### src/rtl/weight_loader.sv
// Loads a valid/ready byte stream into the bias/weights BRAM through port A,
// with an optional read-back pass that checks a 16-bit additive checksum.
module weight_loader #(
  parameter int unsigned DATA_SIZE    = 8,
  parameter int unsigned ADDR_WIDTH   = 19,
  parameter int unsigned READ_LATENCY = 3
) (
  input  logic                  clk,
  input  logic                  rst,
  input  logic                  load_en,
  input  logic [ADDR_WIDTH-1:0] base_addr,
  input  logic [ADDR_WIDTH-1:0] length,
  input  logic                  verify,
  input  logic                  s_valid,
  input  logic [DATA_SIZE-1:0]  s_data,
  output logic                  s_ready,
  output logic                  bias_weights_bram_ena,
  output logic                  bias_weights_bram_wea,
  output logic [ADDR_WIDTH-1:0] bias_weights_bram_addra,
  output logic [DATA_SIZE-1:0]  bias_weights_bram_dina,
  input  logic [DATA_SIZE-1:0]  bias_weights_bram_douta,
  output logic                  load_finish,
  output logic [15:0]           checksum,
  output logic                  verify_error
);

  localparam int unsigned WAIT_W = $clog2(READ_LATENCY + 1);
  localparam int unsigned SUM_W  = 16;

  typedef enum logic [5:0] {
    S_IDLE         = 6'b000001,
    S_WAIT_DATA    = 6'b000010,
    S_WRITE        = 6'b000100,
    S_VERIFY_ISSUE = 6'b001000,
    S_VERIFY_WAIT  = 6'b010000,
    S_DONE         = 6'b100000
  } state_t;

  state_t                state;
  logic [ADDR_WIDTH-1:0] base_q;
  logic [ADDR_WIDTH-1:0] len_q;
  logic                  verify_q;
  logic [ADDR_WIDTH-1:0] count;
  logic [WAIT_W-1:0]     wait_cnt;
  logic [SUM_W-1:0]      vsum;

  logic [ADDR_WIDTH-1:0] count_inc;
  logic [ADDR_WIDTH-1:0] addr_cur;
  logic [SUM_W-1:0]      vsum_next;
  logic                  last;
  logic                  frozen;

  assign s_ready   = (state == S_WAIT_DATA) && load_en;
  assign count_inc = count + ADDR_WIDTH'(1);
  assign addr_cur  = ADDR_WIDTH'(base_q + count);
  assign vsum_next = vsum + SUM_W'(bias_weights_bram_douta);
  assign last      = (count_inc == len_q);
  // Dropping load_en mid-transfer pauses everything; idle/done react to it instead.
  assign frozen    = !load_en && (state != S_IDLE) && (state != S_DONE);

  always_ff @(posedge clk or negedge rst) begin
    if (!rst) begin
      state                   <= S_IDLE;
      base_q                  <= '0;
      len_q                   <= '0;
      verify_q                <= 1'b0;
      count                   <= '0;
      wait_cnt                <= '0;
      vsum                    <= '0;
      bias_weights_bram_ena   <= 1'b0;
      bias_weights_bram_wea   <= 1'b0;
      bias_weights_bram_addra <= '0;
      bias_weights_bram_dina  <= '0;
      load_finish             <= 1'b0;
      checksum                <= '0;
      verify_error            <= 1'b0;
    end else if (!frozen) begin
      unique case (state)
        S_IDLE: begin
          bias_weights_bram_ena <= 1'b0;
          bias_weights_bram_wea <= 1'b0;
          if (load_en) begin
            base_q       <= base_addr;
            len_q        <= length;
            verify_q     <= verify;
            count        <= '0;
            checksum     <= '0;
            verify_error <= 1'b0;
            load_finish  <= 1'b0;
            state        <= (length == '0) ? S_DONE : S_WAIT_DATA;
          end
        end
        S_WAIT_DATA: begin
          if (s_valid && s_ready) begin
            bias_weights_bram_ena   <= 1'b1;
            bias_weights_bram_wea   <= 1'b1;
            bias_weights_bram_addra <= addr_cur;
            bias_weights_bram_dina  <= s_data;
            checksum                <= checksum + SUM_W'(s_data);
            state                   <= S_WRITE;
          end else begin
            bias_weights_bram_ena <= 1'b0;
            bias_weights_bram_wea <= 1'b0;
          end
        end
        S_WRITE: begin
          bias_weights_bram_ena <= 1'b0;
          bias_weights_bram_wea <= 1'b0;
          count                 <= count_inc;
          if (last) begin
            if (verify_q) begin
              count <= '0;
              vsum  <= '0;
              state <= S_VERIFY_ISSUE;
            end else begin
              state <= S_DONE;
            end
          end else begin
            state <= S_WAIT_DATA;
          end
        end
        S_VERIFY_ISSUE: begin
          bias_weights_bram_ena   <= 1'b1;
          bias_weights_bram_wea   <= 1'b0;
          bias_weights_bram_addra <= addr_cur;
          wait_cnt                <= WAIT_W'(1);
          state                   <= S_VERIFY_WAIT;
        end
        S_VERIFY_WAIT: begin
          if (wait_cnt < WAIT_W'(READ_LATENCY)) begin
            wait_cnt <= wait_cnt + WAIT_W'(1);
          end else begin
            vsum                  <= vsum_next;
            bias_weights_bram_ena <= 1'b0;
            count                 <= count_inc;
            if (last) begin
              verify_error <= (vsum_next != checksum);
              state        <= S_DONE;
            end else begin
              state <= S_VERIFY_ISSUE;
            end
          end
        end
        S_DONE: begin
          bias_weights_bram_ena <= 1'b0;
          bias_weights_bram_wea <= 1'b0;
          if (load_en) begin
            load_finish <= 1'b1;
          end else begin
            load_finish <= 1'b0;
            state       <= S_IDLE;
          end
        end
        default: state <= S_IDLE;
      endcase
    end
  end

endmodule

### config.mk
export PLATFORM = sky130hd
export DESIGN_NAME = weight_loader
export DESIGN_NICKNAME = d
export VERILOG_FILES = /design/src/rtl/weight_loader.sv
export SDC_FILE = /design/constraint.sdc
export NUM_CORES = 1
export LEC_CHECK = 0
export CORE_MARGIN = 2
export CORE_UTILIZATION = 41
export CTS_CLUSTER_DIAMETER = 120
export DETAILED_ROUTE_END_ITERATION = 10
export PLACE_DENSITY = 0.63
export SLEW_MARGIN = 20
export SYNTH_ARGS = -nofsm -noshare
export SYNTH_HDL_FRONTEND = slang
export SYNTH_SLANG_ARGS = --single-unit
### constraint.sdc
create_clock -name clk -period 3.4 [get_ports clk]
set_clock_uncertainty 0.1 [all_clocks]
set_input_delay 0.68 -clock clk [delete_from_list [all_inputs] [get_ports clk]]
set_output_delay 0.68 -clock clk [all_outputs]
set_load 0.02 [all_outputs]
-- After elaboration in Yosys (flattened, before gate mapping)
Cells that the tools add are included.
- logic and storage cells: 103
- register bits after elaboration: 129
- input port bits: 59
- output and inout bits: 48
- order comparisons: 1
- $add $sub $neg: 5
- bitwise gates (word level): 1
- eq/ne operators: 18
- multiplexer cells: 35
- reductions and logical operators: 29
- operators by type and width (cell ; count):
    2-to-1 mux 19 bit ; 5
    2-to-1 mux 16 bit ; 5
    case mux 16 bit (2 select lines) ; 2
    case mux 19 bit (3 select lines) ; 1
    2-to-1 mux 6 bit ; 8
    case mux 19 bit (2 select lines) ; 1
    case mux 6 bit (6 select lines) ; 1
    adder 16 x 8 -> 16 bit ; 2
    adder 19 x 1 -> 19 bit, second input constant ; 1
    adder 19 bit ; 1
    equality test 19 bit ; 1
    zero test 19 bit ; 1
    AND reduction 3 bit ; 6
    inequality test 16 bit ; 1
    AND reduction 5 bit ; 3
    inequality test 2 bit, second input constant ; 7
    nonzero test 2 bit ; 7
    AND reduction 4 bit ; 2
    equality test 6 x 1 -> 1 bit, second input constant ; 1
    equality test 6 x 2 -> 1 bit, second input constant ; 1
    equality test 6 x 3 -> 1 bit, second input constant ; 1
    equality test 6 x 4 -> 1 bit, second input constant ; 1
    equality test 6 x 5 -> 1 bit, second input constant ; 1
    equality test 6 bit, second input constant ; 1
    18 further kinds ; 28

-- Logic depth before layout (Yosys ltp)
Gate-level depths: netlist of the first run.
- word-level depth: 5
- depth in mapped cells: 13
- gate-level depth less buffers: 12

-- Least setup slack after synthesis of the first run
Ideal clock, no wire load.
- path kind: input to register
- from: input port bias_weights_bram_douta[0]
- to: register verify_error
- path slack: -0.010 ns
- buffers on the path: 0
- arrival: 3.171 ns
- data required time: 3.161 ns
- cell stages on the path: 12
- library setup time: 0.139 ns
- path through: ha_1 inv_1 fa_1 nor2b_1 o31ai_1 a211oi_1 nor2_1 a311oi_1 a31oi_1 or4_1 a2111oi_0 mux2i_1
- cells in the longest elaborated chain, start to end: 5
- RTL lines (element ; RTL line ; text):
    start, declared ; 21 ; input logic [DATA_SIZE-1:0] bias_weights_bram_douta,
    adder 16 x 8 -> 16 bit ; 56 ; assign vsum_next = vsum + SUM_W'(bias_weights_bram_douta);
    inequality test 16 bit ; 137 ; verify_error <= (vsum_next != checksum);
    2-to-1 mux 1 bit ; 136 ; if (last) begin
    2-to-1 mux 1 bit ; 130 ; if (wait_cnt < WAIT_W'(READ_LATENCY)) begin
    case mux 1 bit (2 select lines) ; 78 ; unique case (state)
    end signal, assigned ; 137 ;
    end, declared ; 24 ; output logic verify_error
No other way between the ends. The select of a mux whose other input is x is not followed.
A chain may end at the register's enable or synchronous reset.

-- Worst setup path after layout of the first run
- from: input port bias_weights_bram_douta[2]
- to: register verify_error
Same word-level chain as after synthesis.

==> results of run 1 <==
==> synth_stat cells (22+ instances only) <==
cell | instances | area [sq um]
nand2_1 | 186 | 698
dfrtp_1 | 128 | 3200
nor2_1 | 65 | 244
xnor2_1 | 60 | 526
o21ai_0 | 54 | 270
a21oi_1 | 39 | 195
ha_1 | 36 | 450
xor2_1 | 33 | 289
inv_1 | 30 | 113
clkbuf_1 | 25 | 93.8
nor3_1 | 24 | 120
nand3_1 | 22 | 110
==> worst min-delay path by stage <==
stage | from | end | cells after the start | slack, ns
final | rst | bias_weights_bram_dina[0] | 1 | 0.25
after global routing | rst | bias_weights_bram_dina[7] | 1 | 0.33
after CTS | rst | bias_weights_bram_dina[0] | 1 | 0.33
after detailed placement | bias_weights_bram_dina[7] | bias_weights_bram_dina[7] | 2 | 0.36
after global placement | bias_weights_bram_dina[6] | bias_weights_bram_dina[6] | 2 | 0.36
after floorplan | rst | base_q[0] | 0 | 0.28
==> per-layer routing <==
metal	share of wire	wire length [microns]
met1	0.50	10700
met2	0.44	9370
met3	0.042	895
met4	0.015	323
met5	0	0
==> power breakdown <==
part / switching [mW] / total [mW] / internal, mW
clock: 0.686 / 1.76 / 1.08
sequential: 0.383 / 2.41 / 2.02
combinational: 1.72 / 3.26 / 1.54
total: 2.79 / 7.43 / 4.64
==> flip-flops by register name (all words and copies together) (netlist names), 2 cells and up <==
register and count:
wait_cnt 2, base_q 19, bias_weights_bram_dina 8, vsum 16, count 19, bias_weights_bram_addra 19
state 6, checksum 16, len_q 19
==> area by class of cell <==
type	instances	area (sq um)
Clock buffer	22	484
Clock inverter	10	83.8
Fill cell	1748	8900
Inverter	30	113
Multi-Input combinational cell	728	4690
Sequential cell	129	3230
Tap cell	265	332
Timing Repair Buffer	179	1630
==> repair_timing <==
action                                  4_1_cts  5_1_grt
endpoints found under the setup margin        1        2
pin swaps                                    10        3
resized for setup                            15        4
cloned                                        0        0
==> worst max-delay path, delay by kind of cell <==
kind	cells	cell delay [ns]
buf+inv	3	0.70
compound gates	3	0.72
fa+ha+maj	1	0.32
simple gates	2	0.65
mux	1	0.10
xor+xnor	2	0.33
==> kinds of logic after synthesis <==
logic type | count (synthesis) | synth area share
simple gates | 393 | 0.229
compound gates | 184 | 0.150
flops | 129 | 0.397
xor+xnor | 93 | 0.100
buf+inv | 71 | 0.0360
fa+ha+maj | 39 | 0.0627
mux | 19 | 0.0251
==> flow_results.xml, run 1 <==
<?xml version="1.0" encoding="UTF-8"?>
<metrics>
  <group name="place">
    <metric name="detailed_place.area" unit="sq um">9930</metric>
    <metric name="place.detailed.instances" unit="">1331</metric>
    <metric name="pre_cts_ws" unit="ns">-0.736</metric>
    <metric name="finalWeightedCongestion" unit="">0.888</metric>
    <metric name="buffer_ports.inserted" unit="">106</metric>
    <metric name="dp_hpwl" unit="mm">15.9</metric>
  </group>
  <group name="drt">
    <metric name="antenna_left" unit="">0</metric>
    <metric name="dr.pass1.iters" unit="">6</metric>
    <metric name="detail_route.drc_violations" unit="">0</metric>
    <metric name="drt_wl_total" unit="mm">21.3</metric>
    <metric name="route.vias.total" unit="">7158</metric>
    <metric name="vias_per_inst" unit="">5.25</metric>
    <metric name="drt_first_iter_violations" unit="">414</metric>
    <metric name="detail_route.wl_per_cell" unit="microns">15.7</metric>
  </group>
  <group name="logic_synthesis">
    <metric name="synthesis.nets" unit="">1026</metric>
    <metric name="yosys_warnings" unit="">0</metric>
    <metric name="syn_area_per_cell" unit="sq um">8.77</metric>
    <metric name="synth-edff-count" unit="">0</metric>
    <metric name="mappedNetlistArea" unit="sq um">8140</metric>
    <metric name="synth_seq_area_share" unit="">0.397</metric>
    <metric name="synth.ff_latch_count" unit="">129</metric>
    <metric name="synth_async_sr_flop_share" unit="">1.00</metric>
    <metric name="cell_count_after_synthesis" unit="">928</metric>
    <metric name="synth_top_flop_cell" unit="">dfrtp_1</metric>
    <metric name="post_synth_num_cell_types" unit="">74</metric>
  </group>
  <group name="grt">
    <metric name="grt_pass1_vias" unit="">6639</metric>
    <metric name="grt_use_met3" unit="">0.0280</metric>
    <metric name="grt_max_usage_layer" unit="">met1</metric>
    <metric name="gr-usage-met1" unit="">0.322</metric>
    <metric name="grt_start_max_net_pins" unit="">103</metric>
    <metric name="antenna_found_initial" unit="">0</metric>
    <metric name="grt_remaining_overflow" unit="">0</metric>
    <metric name="grt_use_total" unit="">0.211</metric>
    <metric name="wire_length_of_the_first_global_routing_pass" unit="mm">34.8</metric>
    <metric name="grtUsageMet2" unit="">0.315</metric>
  </group>
  <group name="setup_path">
    <metric name="cp-end-kind" unit="">flop</metric>
    <metric name="crit_path_start" unit="">bias_weights_bram_douta[2]</metric>
    <metric name="worst_path_max_delay_cell" unit="">or4_4</metric>
    <metric name="critical_path.reg2reg.endpoint" unit="">count[15]</metric>
    <metric name="setup.worst_path.class" unit="">input port to flop</metric>
    <metric name="crit_path_max_fanout" unit="">3</metric>
    <metric name="worstSetupEndpoint" unit="">verify_error</metric>
    <metric name="crit_chain" unit="">clkdlybuf4s50_1 &gt; ha_1 &gt; buf_4 &gt; and3_1 &gt; a211o_1 &gt; o22a_1 &gt; buf_4 &gt; xnor2_1 &gt; xor2_1 &gt; or4_4 &gt; a2111oi_4 &gt; mux2i_1</metric>
    <metric name="r2r_path_start" unit="">count[5]</metric>
    <metric name="worst_path_largest_cell_delay" unit="ns">0.51</metric>
    <metric name="worst_path_most_repeated_cell" unit="">buf_4</metric>
    <metric name="timing.critical_path.from_type" unit="">input port</metric>
    <metric name="ff2ff_setup_slack" unit="ns">0.23</metric>
    <metric name="path_depth_of_the_worst_reg2reg_path" unit="">10</metric>
    <metric name="critPathRequiredTime" unit="ns">3.59</metric>
    <metric name="critical_path_arrival" unit="ns">3.50</metric>
  </group>
  <group name="cts">
    <metric name="cts_tree" unit="">yes</metric>
    <metric name="post-cts-setup-buffer-count" unit="">0</metric>
    <metric name="clk_path_buf_depth" unit="">2</metric>
    <metric name="ctsHtreeMaxLevel" unit="">4</metric>
    <metric name="clock_sinks" unit="">129</metric>
    <metric name="numCtsBuffers" unit="">17</metric>
    <metric name="cts.reportedPaths.clkPinSlew" unit="ns">0.06</metric>
    <metric name="holdBufCountCts" unit="">0</metric>
    <metric name="cts-root-buf" unit="">clkbuf_16</metric>
    <metric name="clk-insertion-delay-late" unit="ns">0.42</metric>
  </group>
  <group name="cells_and_area">
    <metric name="mostFrequentLayoutCells" unit="">nand2_1 (186), dfrtp_1 (128), clkdlybuf4s50_1 (104), buf_4 (71), nor2_1 (65)</metric>
    <metric name="post-route-util" unit="">0.543</metric>
    <metric name="num_antenna_cells" unit="">0</metric>
    <metric name="drive_gt1_frac" unit="">0.133</metric>
    <metric name="stdcell_area" unit="sq um">10600</metric>
    <metric name="layout_commonest_cell" unit="">nand2_1</metric>
    <metric name="final-instance-count-excl-fill" unit="">1363</metric>
    <metric name="nNetsFinal" unit="">1183</metric>
    <metric name="area_delta_synth_final" unit="%">29.8</metric>
  </group>
  <group name="die">
    <metric name="dieArea" unit="sq um">21000</metric>
    <metric name="initial_core_util" unit="">0.418</metric>
    <metric name="die_width" unit="microns">145</metric>
    <metric name="num_rows" unit="">51</metric>
    <metric name="core_region" unit="sq um">19500</metric>
    <metric name="top_level_ports" unit="">107</metric>
    <metric name="dieHeight" unit="microns">145</metric>
  </group>
  <group name="sta">
    <metric name="achievable-frequency" unit="GHz">0.302</metric>
    <metric name="report.final.setup_viol" unit="">0</metric>
    <metric name="timing.slew.headroom" unit="">0.349</metric>
    <metric name="final_min_period_over_clock_period" unit="">0.975</metric>
    <metric name="timing.final.crit_period" unit="ns">3.31</metric>
    <metric name="unrepaired_setup_endpoints_after_global_routing" unit="">yes</metric>
    <metric name="hold_slack" unit="ns">0.250</metric>
    <metric name="setup_tns" unit="ns">0</metric>
    <metric name="finalHoldViolCount" unit="">0</metric>
    <metric name="timing_max_transition_violations_final" unit="">0</metric>
    <metric name="postLayoutSetupSlackWorst" unit="ns">0.0857</metric>
    <metric name="tightestPinTransition" unit="ns">0.976</metric>
  </group>
  <group name="power_and_ir_drop">
    <metric name="leakagePower" unit="nW">4.83</metric>
    <metric name="ir_worst_vdd" unit="mV">0.412</metric>
    <metric name="design_power_total" unit="mW">7.43</metric>
    <metric name="cellPowerDensity" unit="nW/um^2">703</metric>
  </group>
  <group name="run">
    <metric name="cap_viol_max_count" unit="">0</metric>
  </group>
  <group name="status">
    <metric name="status" unit="">finished, final reports clean</metric>
  </group>
  <group name="worst_hold_path">
    <metric name="hold_class" unit="">input port to async pin</metric>
  </group>
</metrics>
Power figures use the tool's default switching activity.
==> run 2: changes to the inputs <==
--- a/config.mk
+++ b/config.mk
@@ -5,6 +5,7 @@
 export SDC_FILE = /design/constraint.sdc
 export NUM_CORES = 1
 export LEC_CHECK = 0
+export ABC_CLOCK_PERIOD_IN_PS = 3400
 export CORE_MARGIN = 2
 export CORE_UTILIZATION = 41
 export CTS_CLUSTER_DIAMETER = 120
==> results of run 2 <==
The final DEF is identical to that of run 1; final timing and power are the same.
==> run 3: changes to the inputs <==
--- a/config.mk
+++ b/config.mk
@@ -7,10 +7,10 @@
 export LEC_CHECK = 0
 export ABC_CLOCK_PERIOD_IN_PS = 3400
 export CORE_MARGIN = 2
-export CORE_UTILIZATION = 41
+export CORE_UTILIZATION = 55
 export CTS_CLUSTER_DIAMETER = 120
 export DETAILED_ROUTE_END_ITERATION = 10
-export PLACE_DENSITY = 0.63
+export PLACE_DENSITY = 0.81
 export SLEW_MARGIN = 20
 export SYNTH_ARGS = -nofsm -noshare
 export SYNTH_HDL_FRONTEND = slang
==> run 3 against run 2 <==
Effect of this change:
- critical path depth did not move
- via count increased by 2.4%
- maximum frequency fell by 0.49%
- wire length decreased by 3.7%
- combinational power fell by 2%
- sequential share of layout area increased by 0.23 points
- power up 0.41%
- clock power grew 4%
- first-iteration DRC count is 59% higher
- hold slack got worse by 0.15 ns
- cell count decreased by 6.3%
- clock-buffer cell count decreased by 4
- largest power group unchanged
- highest routed layer unchanged
==> flow_results.xml, run 3 (synthesis gave the netlist of run 1 again) <==
<?xml version="1.0" encoding="UTF-8"?>
<metrics>
  <group name="cts">
    <metric name="clk_path_buf_depth" unit="">2</metric>
    <metric name="cts_tree" unit="">yes</metric>
    <metric name="cts.reportedPaths.clkPinSlew" unit="ns">0.06</metric>
    <metric name="ctsHtreeMaxLevel" unit="">4</metric>
    <metric name="clock_sinks" unit="">129</metric>
    <metric name="cts-root-buf" unit="">clkbuf_16</metric>
    <metric name="numCtsBuffers" unit="">17</metric>
    <metric name="holdBufCountCts" unit="">0</metric>
    <metric name="clk-insertion-delay-late" unit="ns">0.42</metric>
  </group>
  <group name="cells_and_area">
    <metric name="area_delta_synth_final" unit="%">28.8</metric>
    <metric name="mostFrequentLayoutCells" unit="">nand2_1 (186), dfrtp_1 (128), clkdlybuf4s50_1 (103), buf_4 (66), nor2_1 (64)</metric>
    <metric name="num_antenna_cells" unit="">0</metric>
    <metric name="nNetsFinal" unit="">1178</metric>
    <metric name="multi_input_comb_area" unit="sq um">4720</metric>
    <metric name="layout.filler_cells" unit="">1088</metric>
    <metric name="ff_latch_area" unit="sq um">3230</metric>
    <metric name="drive_gt1_frac" unit="">0.133</metric>
    <metric name="layout_commonest_cell" unit="">nand2_1</metric>
    <metric name="stdcell_area" unit="sq um">10500</metric>
  </group>
  <group name="run">
    <metric name="cap_viol_max_count" unit="">0</metric>
  </group>
  <group name="grt">
    <metric name="grt_remaining_overflow" unit="">0</metric>
    <metric name="wire_length_of_the_first_global_routing_pass" unit="mm">33.8</metric>
    <metric name="grt_pass1_vias" unit="">6768</metric>
    <metric name="antenna_found_initial" unit="">0</metric>
    <metric name="grt_start_max_net_pins" unit="">97</metric>
    <metric name="grt_use_total" unit="">0.264</metric>
  </group>
  <group name="setup_path">
    <metric name="worst-path-buf-inv" unit="">2</metric>
    <metric name="setup.worst_path.class" unit="">input port to flop</metric>
    <metric name="crit_path_max_fanout" unit="">3</metric>
    <metric name="path_depth_of_the_worst_reg2reg_path" unit="">11</metric>
    <metric name="worst_path_largest_cell_delay" unit="ns">0.52</metric>
    <metric name="critPathRequiredTime" unit="ns">3.59</metric>
    <metric name="dominant_delay_contributor_by_cell_family_on_the_critical_path" unit="">compound AO/OA/AOI/OAI gates</metric>
    <metric name="critical_path.reg2reg.endpoint" unit="">count[2]</metric>
    <metric name="cp-end-kind" unit="">flop</metric>
    <metric name="worst_path_max_delay_cell" unit="">or4_4</metric>
    <metric name="r2r_path_start" unit="">count[1]</metric>
    <metric name="crit_chain" unit="">clkdlybuf4s50_1 &gt; ha_1 &gt; buf_4 &gt; and3_1 &gt; a211o_1 &gt; o22a_1 &gt; a21oi_2 &gt; nand3b_1 &gt; xnor2_1 &gt; or4_4 &gt; a2111oi_4 &gt; mux2i_1</metric>
    <metric name="critical_path_arrival" unit="ns">3.52</metric>
    <metric name="timing.critical_path.from_type" unit="">input port</metric>
    <metric name="ff2ff_setup_slack" unit="ns">0.19</metric>
  </group>
  <group name="die">
    <metric name="core_region" unit="sq um">14500</metric>
    <metric name="top_level_ports" unit="">107</metric>
    <metric name="dieHeight" unit="microns">126</metric>
    <metric name="dieArea" unit="sq um">15800</metric>
    <metric name="num_rows" unit="">44</metric>
    <metric name="initial_core_util" unit="">0.562</metric>
    <metric name="die_width" unit="microns">126</metric>
  </group>
  <group name="sta">
    <metric name="timing.final.crit_period" unit="ns">3.33</metric>
    <metric name="unrepaired_setup_endpoints_after_global_routing" unit="">yes</metric>
    <metric name="tightestPinTransition" unit="ns">0.789</metric>
    <metric name="timing.slew.headroom" unit="">0.472</metric>
    <metric name="postLayoutSetupSlackWorst" unit="ns">0.0693</metric>
    <metric name="final_min_period_over_clock_period" unit="">0.980</metric>
    <metric name="achievable-frequency" unit="GHz">0.300</metric>
    <metric name="report.final.setup_viol" unit="">0</metric>
    <metric name="setup_tns" unit="ns">0</metric>
    <metric name="timing_max_transition_violations_final" unit="">0</metric>
    <metric name="hold_slack" unit="ns">0.0971</metric>
    <metric name="finalHoldViolCount" unit="">0</metric>
  </group>
  <group name="power_and_ir_drop">
    <metric name="cellPowerDensity" unit="nW/um^2">711</metric>
    <metric name="power.share.combinational" unit="">0.429</metric>
    <metric name="leakagePower" unit="nW">4.81</metric>
    <metric name="power.switching_fraction" unit="">0.373</metric>
    <metric name="intPower" unit="mW">4.68</metric>
    <metric name="ir_worst_vdd" unit="mV">0.431</metric>
    <metric name="seqPwrFrac" unit="">0.325</metric>
    <metric name="clock_power_share" unit="">0.245</metric>
    <metric name="total_switching_power" unit="mW">2.78</metric>
  </group>
  <group name="place">
    <metric name="pre_cts_ws" unit="ns">-0.675</metric>
    <metric name="finalWeightedCongestion" unit="">0.924</metric>
    <metric name="detailed_place.area" unit="sq um">9740</metric>
    <metric name="buffer_ports.inserted" unit="">106</metric>
    <metric name="dp_hpwl" unit="mm">15.0</metric>
  </group>
  <group name="drt">
    <metric name="route.vias.total" unit="">7329</metric>
    <metric name="drt_wl_total" unit="mm">20.5</metric>
    <metric name="drt_first_iter_violations" unit="">659</metric>
    <metric name="antenna_left" unit="">0</metric>
    <metric name="dr.pass1.iters" unit="">7</metric>
    <metric name="detail_route.drc_violations" unit="">0</metric>
    <metric name="vias_per_inst" unit="">5.74</metric>
    <metric name="detail_route.wl_per_cell" unit="microns">16.1</metric>
  </group>
  <group name="status">
    <metric name="status" unit="">finished, final reports clean</metric>
  </group>
  <group name="worst_hold_path">
    <metric name="hold_class" unit="">input port to async pin</metric>
  </group>
</metrics>
run 3: changes by cell type in the layout (fill, tap and decap cells not counted), sizes merged:
| cell | before | now |
|---|---|---|
| clkbuf | 22 | 18 |
| clkinvlp | 2 | 7 |
| dlymetal6s2s | 0 | 1 |
| buf | 74 | 69 |
| clkdlybuf4s50 | 104 | 103 |
| bufinv | 1 | 3 |
| clkinv | 7 | 4 |
run 3: power groups by stage:
| stage | Sequential (mW) | Combinational, mW | Clock (mW) |
|---|---|---|---|
| final | 2.43 | 3.20 | 1.83 |
| after global routing | 2.49 | 3.53 | 1.93 |
| after CTS | 2.42 | 3.15 | 1.85 |
| after detailed placement | 2.44 | 3.10 | 0 |
| after global placement | 2.43 | 3.02 | 0 |
| after floorplan | 2.59 | 1.81 | 0 |
run 3: routing by layer:
metal / wire length [microns] / part of all wire / up-vias / global-route usage
met4: 357 / 0.017 / 0 / 0.0758
met2: 9530 / 0.46 / 234 / 0.401
met1: 9670 / 0.47 / 3515 / 0.388
li1: - / - / 3556 / -
met3: 990 / 0.048 / 24 / 0.0531
met5: 0 / 0 / - / 0
run 3: repair_timing:
action / CTS / global route
pin swaps: 8 / 10
endpoints found under the setup margin: 1 / 5
resized for setup: 11 / 16
buffers inserted: 2 / 4
run 3: through the flow:
stage / utilization / std cells / power [mW]
2_1_floorplan: - / 928 / 4.40
3_3_place_gp: 0.673 / 1239 / 5.45
3_5_place_dp: 0.673 / 1239 / 5.54
4_1_cts: 0.717 / 1273 / 7.43
5_1_grt: 0.724 / 1277 / 7.95
6_report: 0.724 / 1277 / 7.46
run 3: final cells by class:
class                      instances  share of cell area
multi-input combinational        728               0.450
clock inverter                    14              0.0159
sequential                       129               0.308
clock buffer                      18              0.0409
timing repair buffer             174               0.153
tap                              184              0.0220
inverter                          30              0.0107
run 3: how the worst max path moves through the flow:
stage	cells past startpoint	start	slack [ns]	endpoint
floorplan	11	bias_weights_bram_douta[0]	0.05	verify_error
global placement	13	bias_weights_bram_douta[0]	-0.63	verify_error
detailed placement	13	bias_weights_bram_douta[0]	-0.68	verify_error
CTS	13	bias_weights_bram_douta[1]	0.07	verify_error
global route	12	bias_weights_bram_douta[2]	-0.02	verify_error
finish	12	bias_weights_bram_douta[2]	0.07	verify_error
